`src/rtl/cos_arbiter_pkg.sv`:
```
// cos_arbiter_pkg
// Shared definitions for the cosine-engine arbiter: default sizing, the
// watchdog counter width and the 3-bit FSM state encoding.
package cos_arbiter_pkg;

  localparam int DEF_N   = 4;    // requesters sharing the engine
  localparam int DEF_W   = 16;   // angle / result width
  localparam int DEF_TMO = 255;  // watchdog limit in cycles
  localparam int WD_W    = 8;    // watchdog counter width

  typedef enum logic [2:0] {
    IDLE    = 3'd0,
    LAUNCH  = 3'd1,
    WAIT_LO = 3'd2,
    WAIT_HI = 3'd3,
    RESP    = 3'd4
  } state_t;

endpackage

```
`src/rtl/cos_arbiter_rr_pick.sv`:
```
// rr_pick
// Combinational round-robin selector. The search starts at ptr+1 (mod N)
// and returns the first requester found, so the last winner gets lowest
// priority on the next pick.
// Ports:
//   req - request vector (N bits)
//   ptr - index of the last served requester
//   any - at least one request present
//   idx - index of the selected requester (valid when any=1)
module rr_pick
  import cos_arbiter_pkg::*;
#(
  parameter int N = DEF_N
) (
  input  logic [N-1:0] req,
  input  logic [2:0]   ptr,
  output logic         any,
  output logic [2:0]   idx
);

  always_comb begin
    any = |req;
    idx = '0;
    // Walk distances from farthest to nearest; the nearest hit is written
    // last and therefore wins.
    for (int k = N; k >= 1; k--) begin
      for (int j = 0; j < N; j++) begin
        if ((j == (int'(ptr) + k) % N) && req[j]) begin
          idx = 3'(j);
        end
      end
    end
  end

endmodule

```
`src/rtl/cos_arbiter.sv`:
```
// cos_arbiter
// Shares one handshake-driven cosine engine among N requesters. A request
// is granted round-robin in IDLE, the chosen angle is registered and the
// engine is started with a one-cycle strobe. The FSM then waits for the
// engine's done level to drop and rise again, captures the result and
// retires the request with a one-cycle ack. A watchdog aborts a stuck
// engine: the ack is still issued but res_valid stays low and err sticks.
// Ports:
//   clk, rst            - clock, synchronous active-high reset
//   req[N]              - request levels, held until ack
//   x_bus[N*W]          - packed angles, slice i belongs to requester i
//   ack[N]              - one-hot retire pulse
//   res[W], res_valid   - last good result and its qualifier
//   grant_id[3]         - current / last granted requester
//   busy, err           - not-IDLE indicator, sticky watchdog flag
//   eng_start, eng_x[W] - engine start strobe and registered angle
//   eng_done, eng_result- engine done level (high when idle) and result
module cos_arbiter
  import cos_arbiter_pkg::*;
#(
  parameter int N   = DEF_N,
  parameter int W   = DEF_W,
  parameter int TMO = DEF_TMO
) (
  input  logic           clk,
  input  logic           rst,
  input  logic [N-1:0]   req,
  input  logic [N*W-1:0] x_bus,
  output logic [N-1:0]   ack,
  output logic [W-1:0]   res,
  output logic           res_valid,
  output logic [2:0]     grant_id,
  output logic           busy,
  output logic           err,
  output logic           eng_start,
  output logic [W-1:0]   eng_x,
  input  logic           eng_done,
  input  logic [W-1:0]   eng_result
);

  localparam logic [WD_W-1:0] TMO_V = WD_W'(TMO);

  state_t          state_reg, state_next;
  logic [2:0]      ptr_reg, ptr_next;
  logic [2:0]      gid_reg, gid_next;
  logic [WD_W-1:0] wd_reg, wd_next;
  logic            err_reg, err_next;
  logic            to_reg, to_next;   // current transaction timed out
  logic [W-1:0]    res_reg, res_next;
  logic [W-1:0]    engx_reg, engx_next;

  logic            pick_any;
  logic [2:0]      pick_idx;
  logic [W-1:0]    x_sel;

  rr_pick #(.N(N)) u_pick (
    .req (req),
    .ptr (ptr_reg),
    .any (pick_any),
    .idx (pick_idx)
  );

  always_comb begin
    x_sel = '0;
    for (int i = 0; i < N; i++) begin
      if (pick_idx == 3'(i)) x_sel = x_bus[i*W +: W];
    end
  end

  always_ff @(posedge clk) begin
    if (rst) begin
      state_reg <= IDLE;
      ptr_reg   <= 3'(N - 1);
      gid_reg   <= '0;
      wd_reg    <= '0;
      err_reg   <= 1'b0;
      to_reg    <= 1'b0;
      res_reg   <= '0;
      engx_reg  <= '0;
    end else begin
      state_reg <= state_next;
      ptr_reg   <= ptr_next;
      gid_reg   <= gid_next;
      wd_reg    <= wd_next;
      err_reg   <= err_next;
      to_reg    <= to_next;
      res_reg   <= res_next;
      engx_reg  <= engx_next;
    end
  end

  always_comb begin
    state_next = state_reg;
    ptr_next   = ptr_reg;
    gid_next   = gid_reg;
    wd_next    = wd_reg;
    err_next   = err_reg;
    to_next    = to_reg;
    res_next   = res_reg;
    engx_next  = engx_reg;
    case (state_reg)
      IDLE: begin
        if (pick_any) begin
          gid_next   = pick_idx;
          engx_next  = x_sel;
          state_next = LAUNCH;
        end
      end
      LAUNCH: begin
        wd_next    = '0;
        to_next    = 1'b0;
        state_next = WAIT_LO;
      end
      WAIT_LO: begin
        if (wd_reg == TMO_V) begin
          err_next   = 1'b1;
          to_next    = 1'b1;
          state_next = RESP;
        end else begin
          wd_next = wd_reg + 1'b1;
          if (!eng_done) state_next = WAIT_HI;
        end
      end
      WAIT_HI: begin
        if (wd_reg == TMO_V) begin
          err_next   = 1'b1;
          to_next    = 1'b1;
          state_next = RESP;
        end else begin
          wd_next = wd_reg + 1'b1;
          if (eng_done) begin
            res_next   = eng_result;
            state_next = RESP;
          end
        end
      end
      RESP: begin
        ptr_next   = gid_reg;
        state_next = IDLE;
      end
      default: state_next = IDLE;
    endcase
  end

  // Ack is decoded from the registered grant so it can only be one-hot.
  for (genvar gi = 0; gi < N; gi++) begin : g_ack
    assign ack[gi] = (state_reg == RESP) && (gid_reg == 3'(gi));
  end

  assign res       = res_reg;
  assign res_valid = (state_reg == RESP) && !to_reg;
  assign grant_id  = gid_reg;
  assign busy      = (state_reg != IDLE);
  assign err       = err_reg;
  assign eng_start = (state_reg == LAUNCH);
  assign eng_x     = engx_reg;

endmodule

```
`config.mk`:
```
export PLATFORM = sky130hd
export DESIGN_NAME = cos_arbiter
export DESIGN_NICKNAME = d
export VERILOG_FILES = /design/src/rtl/cos_arbiter_pkg.sv /design/src/rtl/cos_arbiter_rr_pick.sv /design/src/rtl/cos_arbiter.sv
export SDC_FILE = /design/constraint.sdc
export NUM_CORES = 1
export LEC_CHECK = 0
export ABC_AREA = 1
export BUFFER_PORTS_ARGS = -buffer_cell sky130_fd_sc_hd__buf_4
export CORE_UTILIZATION = 51
export CTS_CLUSTER_SIZE = 30
export DETAILED_ROUTE_END_ITERATION = 6
export GPL_TIMING_DRIVEN = 0
export PLACE_DENSITY_LB_ADDON = 0.1
export SLEW_MARGIN = 20
export SYNTH_ARGS = -nofsm -noshare
export SYNTH_HDL_FRONTEND = slang
export SYNTH_SLANG_ARGS = --single-unit
```
`constraint.sdc`:
```
create_clock -name clk -period 3.3 [get_ports clk]
set_clock_uncertainty 0.2 [all_clocks]
set_input_delay 0.33 -clock clk [delete_from_list [all_inputs] [get_ports clk]]
set_output_delay 0.33 -clock clk [all_outputs]
set_load 0.01 [all_outputs]
```
Word level (Yosys, flattened, before mapping)
Cells that the tools add are included.

Flip-flop bits (word level): 49. Output and inout bits: 43.

$add $sub $neg: 5. Eq/ne operators: 28. Mux-type cells: 29. Bitwise operators: 5. Reduce and logical (&&, ||, !) cells: 41.

Operators by type and width (number): zero test 32 bit (3); two-way mux 16 bit (4); two-way mux 2 bit (14); equality test 3 bit, first input constant (8); logical AND 1 bit (20); one-hot mux 8 bit (2 select lines) (1); two-way mux 3 bit (5); equality test 2 x 3 -> 1 bit, first input constant (4); one-hot mux 3 bit (4 select lines) (1); OR reduction 2 bit (5); zero test 3 bit (3); adder 8 x 1 -> 8 bit, second input constant (1); equality test 2 bit, second input constant (4); equality test 8 bit, second input constant (1); two-way mux 8 bit (1); AND reduction 2 bit (4); equality test 3 x 2 -> 1 bit, second input constant (2); inequality test 3 bit, second input constant (2); AND reduction 3 bit (2); adder 2 x 1 -> 2 bit, second input constant (2); adder 2 bit, second input constant (2); bitwise AND 1 bit, first input constant (4); equality test 2 x 1 -> 1 bit, second input constant (2); inequality test 2 bit, second input constant (2); other kinds (10) (11).

Depth between registers and ports, before layout
Gate-level depths: netlist (run 1).

Depth in word-level cells: 25. Mapped depth: 22. Mapped depth without buffers: 20.

Hierarchy
From an unflattened synthesis (run 1), not the netlist that was laid out.

Cell total of the unflattened synthesis: 419. Area, all modules: 2762.6 µm².

Modules (own cells, without submodules): cos_arbiter (times used 1, cells each 376, area each 2552.4 µm², seq. area each 1021.0 µm²); rr_pick (times used 1, cells each 43, area each 210.2 µm², seq. area each 0.0 µm²).

Worst setup path after synthesis (run 1)
OpenSTA, ideal clock, no wires.

Path kind: register to register. Start: register wd_reg[0]. End: register wd_reg[7]. Setup time: 0.118 ns. Arrival time: 1.763 ns. Data required time: 2.982 ns. Slack: 1.218 ns. Cell stages (with the launch flop): 16. Path buffers: 0. Clock period less this slack: 2.082 ns. Path through: dfxtp_1 ha_1 nand2_1 nor3_1 nand2_1 nor2_1 inv_1 nand2_1 nand2_1 nand4_1 nor2_1 inv_1 nor2_1 nand2_1 xor2_1 nor2_1.

Cells in the longest elaborated chain, start to end: 3.

Ends and longest elaborated chain: start: declaration (RTL line cos_arbiter.sv:46) `logic [WD_W-1:0] wd_reg, wd_next;`; start signal: assignment (RTL line cos_arbiter.sv:84) `wd_reg <= wd_next;`; adder 8 x 1 -> 8 bit or equality test 8 bit (tied branches); two-way mux 8 bit or inequality test 2 bit (tied branches); one-hot mux 8 bit (2 select lines) or AND reduction 2 bit (tied branches).

Several ways; a longest one is shown, not always the timed one. The select of a mux whose other input is x is not followed. A chain may end at the register's enable or synchronous reset.

Worst setup path after layout (run 1)
Same ends and word-level chain as after synthesis.

==> summary.txt, run 1 <==
Status = complete, no violations
Distinct cells, synth = 37
Overall Power = 2.46 mW
Max-slew violation count = 0
Number of gates resized after CTS = 0
Post-synth top cells = 71 x nand2_1, 54 x nor2_1, 49 x dfxtp_1
RSZ-0062 raised after global routing = no
Die width = 76.1 microns
Pin count of the biggest net entering global routing = 16
Initial core utilization = 53.7%
Core ar. = 0.00520 sq mm
CTS tree = yes
Hold Crit Class = input port to flip-flop
Clock-pin slew on the worst setup and hold paths = 0.09 ns
CTS H-tree lvls = 2
Leakage = 1.95 nW
Final setup fails = 0
Final net count = 623
Gr usage total = 24.8%
Worst Setup End Kind = flip-flop
Cell Pwr Density = 624 mW/mm^2
Antenna fix cells = 0
Setup WS post-layout = 0.908 ns
Critical Path, Cell by Cell = ha_1 -> nand2_1 -> nor3_1 -> nand2_1 -> nor2_1 -> inv_1 -> nand2_1 -> nand2_1 -> nand4_1 -> nor2_1 -> inv_1 -> nor2_1 -> nand2_1 -> xor2_1 -> nor2_1
Syn_nets = 488
Hold-fix buffers, CTS = 0
CP most frequent cell = nand2_1
Number of routed nets with antenna violations = 0
Root buf cell = clkbuf_8
TritonRoute pass-1 iters = 4
DIE AREA = 0.00578 sq mm
Startpoint Class = flip-flop
Yosys top cell area share = 35.1%
Crit-path max cell delay = 0.39 ns
Most numerous cell in the Yosys netlist = nand2_1
Critical Path AT = 2.39 ns
Crit path max fanout = 6
Area Overhead vs Synth = 40.9%
Setup TNS = 0 ns
Post-CTS Setup Repair Bufs = 0
Mapped Area = 0.00280 sq mm
Max Freq = 418 MHz
Slowest cell on the critical path = dfxtp_1
Later-pin clock latency in the skew report = 0.30 ns
Layout Utilization = 75.7%
Die Ht = 76.1 microns
Initial antenna violation count = 0
FF+latch count, synth = 49
Critical Path RT = 3.30 ns
Clk sinks = 49
Num rows = 26
Max cap viols = 0
Global-route wire length before repair = 11,800 microns
I/O pins = 130
Max Root-Sink Buffers = 2
Maximum vdd drop = 0.373 mV
Post-layout minimum cycle time = 2.39 ns
Critical path class = flip-flop to flip-flop
Total wire length = 7250 microns
DR vias = 3,094
Period utilisation layout = 72.5%
DRC violation count after routing = 0
DR WL/cell = 12.0 microns
Final hold vios = 0
Top delay family on crit path = simple AND/OR/NAND/NOR gates
Grt ovf = 0
Number of fill cells in the layout = 442
PortBufs = 128
Yosys warns = 0
EDFF count, synth = 0
DP HPWL = 5830 microns
Sequential-to-total area share from yosys stat = 35.1%
Top post-synthesis cells by area = dfxtp_1 35%, nand2_1 9.5%, nor2_1 7.2%, nand3_1 6.3%, inv_1 5.2%
RePlAce Congestion = 0.915
Dpl ws = 0.918 ns
Ys flop type = dfxtp_1
Worst-Margin Slew = 0.568 ns
Leading area contributor after synthesis = dfxtp_1
DR iter-0 viols = 142
Number of global-route vias before repair = 2,877
Worst rel slew slack = 62.0%
Post-Syn Instances = 400
Num CTS Buffers = 5
Synth Area per Inst = 6.99 sq um
WP buf/inv = 2
Ratio of cells with drive above 1 in the final layout = 35.8%
Share of flip-flops with an asynchronous set or reset = 0%
Via density = 5.11
[worst paths after layout]
path / from / end / slack [ns] / depth (start not counted)
min: eng_result[9] / res[9] / 0.06 / 3
max reg2reg: wd_reg[0] / wd_reg[7] / 0.91 / 15
min reg2reg: err / err / 0.26 / 2
max: wd_reg[0] / wd_reg[7] / 0.91 / 15
[layer usage]
layer | global-route usage (%) | up-vias | routed length, microns
met2 | 47.5 | 123 | 3610
li1 | - | 1576 | -
met1 | 26.4 | 1378 | 2970
met3 | 4.19 | 17 | 477
met4 | 11.2 | 0 | 192
met5 | 0 | - | 0
[through the flow]
step / instance area, sq um / hold WS, ns / std cells
global route: 3940 / 0.0612 / 606
global placement: 3840 / 0.254 / 598
floorplan: 2800 / 0.246 / 400
finish: 3940 / 0.0554 / 606
detailed placement: 3840 / 0.256 / 598
CTS: 3940 / 0.0508 / 606
[cell usage in the layout (no fill, tap or decap), types with 3 or more instances in the layout]
master and instances:
buf_4 131, nand2_1 71, nor2_1 54, dfxtp_1 49, inv_1 39, nand3_1 35, o21ai_1 26, o21ai_0 23
a21oi_1 14, nand3_2 12, nand2_2 12, a21oi_2 9, nor3_1 7, buf_6 6, clkbuf_1 6, clkbuf_8 6
nand4_1 5, o211ai_1 3
[power by group]
part           internal (mW)  switching [mW]  total (mW)  leakage, nW
registers              0.726          0.0940       0.820        0.400
clock network          0.170           0.191       0.361       0.0512
logic                  0.544           0.733        1.28         1.50
total                   1.44            1.02        2.46         1.95
[final cells by class]
cell class	count	area [sq um]	area share, %
multi-input cells	289	1510	38.3
flip-flops and latches	49	981	24.9
repair buffers	128	961	24.4
inverters	43	166	4.22
plain buffers	19	141	3.59
well taps	70	87.6	2.22
clock buffers	6	82.6	2.10
clock inverters	2	13.8	0.349
[logic make-up (layout without fill, tap and decap cells)]
logic type               Yosys count  in the layout  synth area share, %
adder cells (fa/ha/maj)            1              1                0.447
AND/OR/NAND/NOR                  204            204                 35.7
AO/OA/AOI/OAI                     82             82                 17.4
XOR/XNOR                           1              1                0.313
buffers and inverters             62            198                 11.0
flip-flops                        49             49                 35.1
other                              1              1                0.134
[worst reg2reg max path: cells and delay by family (launching register included)]
kind	cells	cell delay, ns
xor gates and xnor gates	1	0.15
adders and majority gates	1	0.19
buffers and inverters	2	0.15
DFF	1	0.39
and+or+nand+nor	11	1.23
Power figures use the tool's default switching activity.
==> inputs of run 2 (changes only) <==
--- a/config.mk
+++ b/config.mk
@@ -5,9 +5,9 @@
 export SDC_FILE = /design/constraint.sdc
 export NUM_CORES = 1
 export LEC_CHECK = 0
-export ABC_AREA = 1
+export ABC_AREA = 0
 export BUFFER_PORTS_ARGS = -buffer_cell sky130_fd_sc_hd__buf_4
-export CORE_UTILIZATION = 51
+export CORE_UTILIZATION = 45
 export CTS_CLUSTER_SIZE = 30
 export DETAILED_ROUTE_END_ITERATION = 6
 export GPL_TIMING_DRIVEN = 0
==> constraint.sdc (replaced) <==
create_clock -name clk -period 2.3 [get_ports clk]
set_clock_uncertainty 0.2 [all_clocks]
set_input_delay 0.23 -clock clk [delete_from_list [all_inputs] [get_ports clk]]
set_output_delay 0.23 -clock clk [all_outputs]
set_load 0.01 [all_outputs]
==> run 2 against run 1 <==
Clock-buffer cell count is the same. Sequential share of layout area grew 0.40 points. Cell count shrank 18%. Critical path type unchanged. Largest cell class unchanged.
==> summary.txt, run 2 <==
Placed instance area = 0.00358 sq mm (-6.8%)
Area Overhead vs Synth = 53.3%
Number of fill cells in the layout = 439 (-0.68%)
Final setup fails = 0 (unchanged)
Power share of the sequential group = 46.4% (+13 points)
Critical Path, Cell by Cell = mux2i_1 -> o22ai_1 -> a21oi_2 -> clkbuf_4 -> mux2_2 -> a221o_1
Number of routed nets with antenna violations = 0 (unchanged)
Number of global-route vias before repair = 2,607 (-9.4%)
DR vias = 2,605 (-16%)
Root buf cell = clkbuf_8
Critical path class = flip-flop to flip-flop
Num CTS Buffers = 5 (unchanged)
Commonest non-fill, non-tap cell in the layout = buf_4
Share of flip-flops with an asynchronous set or reset = 0% (unchanged)
PortBufs = 128 (unchanged)
Layout Utilization = 73.7% (-2.0 points)
Post-layout minimum cycle time = 2.18 ns (-0.209 ns)
Comb pwr share = 29.3% (-23 points)
FF+latch count, synth = 49 (unchanged)
Grt ovf = 0 (unchanged)
Syn_nets = 361 (-26%)
Pin count of the biggest net entering global routing = 16 (unchanged)
DR WL/cell = 14.1 microns (+18%)
CTS tree = yes
Startpoint Class = flip-flop
RePlAce Congestion = 0.789 (-14%)
Max cap viols = 0 (unchanged)
Later-pin clock latency in the skew report = 0.29 ns (about the same)
DRC violation count after routing = 0 (unchanged)
Max Freq = 458 MHz (+9.6%)
Leading area contributor after synthesis = dfxtp_1
Yosys warns = 0 (unchanged)
Via density = 5.22 (+2.2%)
DP HPWL = 5210 microns (-11%)
Post-synth top cells = 49 x dfxtp_1, 38 x nand3_1, 34 x mux2i_1
Total wire length = 7030 microns (-3.0%)
Yosys top cell area share = 38.7% (+3.6 points)
Global-route wire length before repair = 11,600 microns (-1.6%)
Maximum vdd drop = 0.283 mV (-24%)
Worst-Margin Slew = 0.504 ns (-0.0646 ns)
Distinct cells, synth = 37 (unchanged)
Die Ht = 77.0 microns (+1.3%)
Clk sinks = 49 (unchanged)
DIE AREA = 0.00593 sq mm (+2.6%)
Post-Syn Instances = 273 (-32%)
Critical Path AT = 2.17 ns (-0.22 ns)
Die width = 77.0 microns (+1.3%)
Hold Crit Class = input port to flip-flop
Sequential-to-total area share from yosys stat = 38.7% (+3.6 points)
Core ar. = 0.00527 sq mm (+1.2%)
Layout Cells excl Fill = 499 (-18%)
Ratio of cells with drive above 1 in the final layout = 41.0% (+5.2 points)
Internal = 1.46 mW (+1.6%)
Top post-synthesis cells by area = dfxtp_1 39%, mux2i_1 13%, nand3_1 7.5%, mux2_2 7.1%, a221o_1 6.3%
DR iter-0 viols = 82 (-42%)
Leakage = 1.90 nW (-2.8%)
Num rows = 26 (unchanged)
CTS H-tree lvls = 2 (unchanged)
Initial core utilization = 48.1% (-5.6 points)
Crit-path max cell delay = 0.40 ns (about the same)
Gr usage total = 24.2% (-0.65 points)
Slowest cell on the critical path = dfxtp_2
Antenna fix cells = 0 (unchanged)
Worst rel slew slack = 66.3% (+4.3 points)
Worst Setup End Kind = flip-flop
Clock power share = 24.3% (+9.6 points)
Initial antenna violation count = 0 (unchanged)
Cell Pwr Density = 529 mW/mm^2 (-15%)
Final hold vios = 0 (unchanged)
Crit path max fanout = 10 (+4)
Placed cells = 471 (-21%)
Max Root-Sink Buffers = 2 (unchanged)
Period utilisation layout = 94.9% (+22 points)
Synth Area per Inst = 9.28 sq um (+33%)
Max-slew violation count = 0 (unchanged)
Mapped Area = 0.00253 sq mm (-9.4%)
P_sw = 590 uW (-42%)
Switching Share = 28.7% (-13 points)
EDFF count, synth = 0 (unchanged)
Clock-pin slew on the worst setup and hold paths = 0.09 ns (about the same)
Most numerous cell in the Yosys netlist = dfxtp_1
Post-route cell area = 0.00388 sq mm (-1.5%)
Ys flop type = dfxtp_1
Critical Path RT = 2.29 ns (-1.01 ns)
TritonRoute pass-1 iters = 4 (unchanged)
I/O pins = 130 (unchanged)
Final net count = 516 (-17%)
Status = complete, no violations
Commonest non-fill, non-tap cells in the layout = 136 x buf_4, 48 x dfxtp_1, 38 x nand3_1
-- run 2: cells by family after synthesis --
logic type                 synth area share [%]
and+or+nand+nor                            20.1
muxes                                      20.5
other                                     0.148
buffers and inverters                      5.58
DFF                                        38.7
AOI/OAI and AO/OA                          12.6
xor gates and xnor gates                   1.73
adders and majority gates                 0.494
-- run 2: final cells by class --
type                            count  area, sq um  share of cell area (%)
Clock buffer                        6         72.6                    1.87
Multi-Input combinational cell    197         1430                    36.8
Timing Repair Buffer              149         1160                    29.8
Buffer                             20          118                    3.03
Inverter                            6         22.5                   0.580
Sequential cell                    49          982                    25.3
Tap cell                           70         87.6                    2.26
Clock inverter                      2         15.0                   0.387
-- run 2: worst max-delay path: cells and delay by family (launching register included) --
| kind | cells | cell delay, ns |
|---|---|---|
| compound gates | 3 | 0.62 |
| buf+inv | 1 | 0.30 |
| flops | 1 | 0.40 |
| mux | 2 | 0.56 |
-- run 2: repair_timing --
| item | CTS | global route |
|---|---|---|
| buffers inserted | 2 | 3 |
| hold buffers | 16 | 0 |
| resized for setup | 3 | 5 |
| pin swaps | 0 | 1 |
| setup endpoints to repair | 23 | 24 |
| hold endpoints to repair | 16 | 0 |
-- run 2: metal layers --
layer / vias up / part of all wire (%) / track usage [%]
met4: 0 / 1.3 / 5.47
li1: 1296 / - / -
met2: 96 / 51 / 45.2
met1: 1205 / 41 / 27.0
met5: - / 0 / 0
met3: 8 / 7.3 / 6.55
-- run 2: final timing paths --
path | from | endpoint | slack [ns] | depth (start not counted)
max | ptr_reg[1] | eng_x[3] | 0.12 | 6
min | rst | state_reg[0] | 0.02 | 3
max reg2reg | ptr_reg[1] | eng_x[3] | 0.12 | 6
min reg2reg | err | err | 0.26 | 2
-- run 2: through the flow --
step / worst slack [ns] / hold slack (ns) / setup TNS (ns) / power (mW)
final: 0.118 / 0.0186 / 0 / 2.05
after global routing: -0.00630 / 0.0290 / -0.00630 / 2.16
after detailed placement: -0.361 / 0.254 / -4.64 / 1.53
after global placement: -0.317 / 0.235 / -4.28 / 1.52
after floorplan: 0.0602 / 0.174 / 0 / 1.26
after CTS: 0.0148 / 0.0158 / 0 / 2.05
-- run 2: power groups by stage --
stage / Combinational (mW) / Clock [mW] / Sequential (mW)
after detailed placement: 0.563 / 0 / 0.968
after floorplan: 0.270 / 0 / 0.989
after global placement: 0.556 / 0 / 0.968
final: 0.602 / 0.499 / 0.952
after global routing: 0.654 / 0.547 / 0.962
after CTS: 0.592 / 0.510 / 0.951
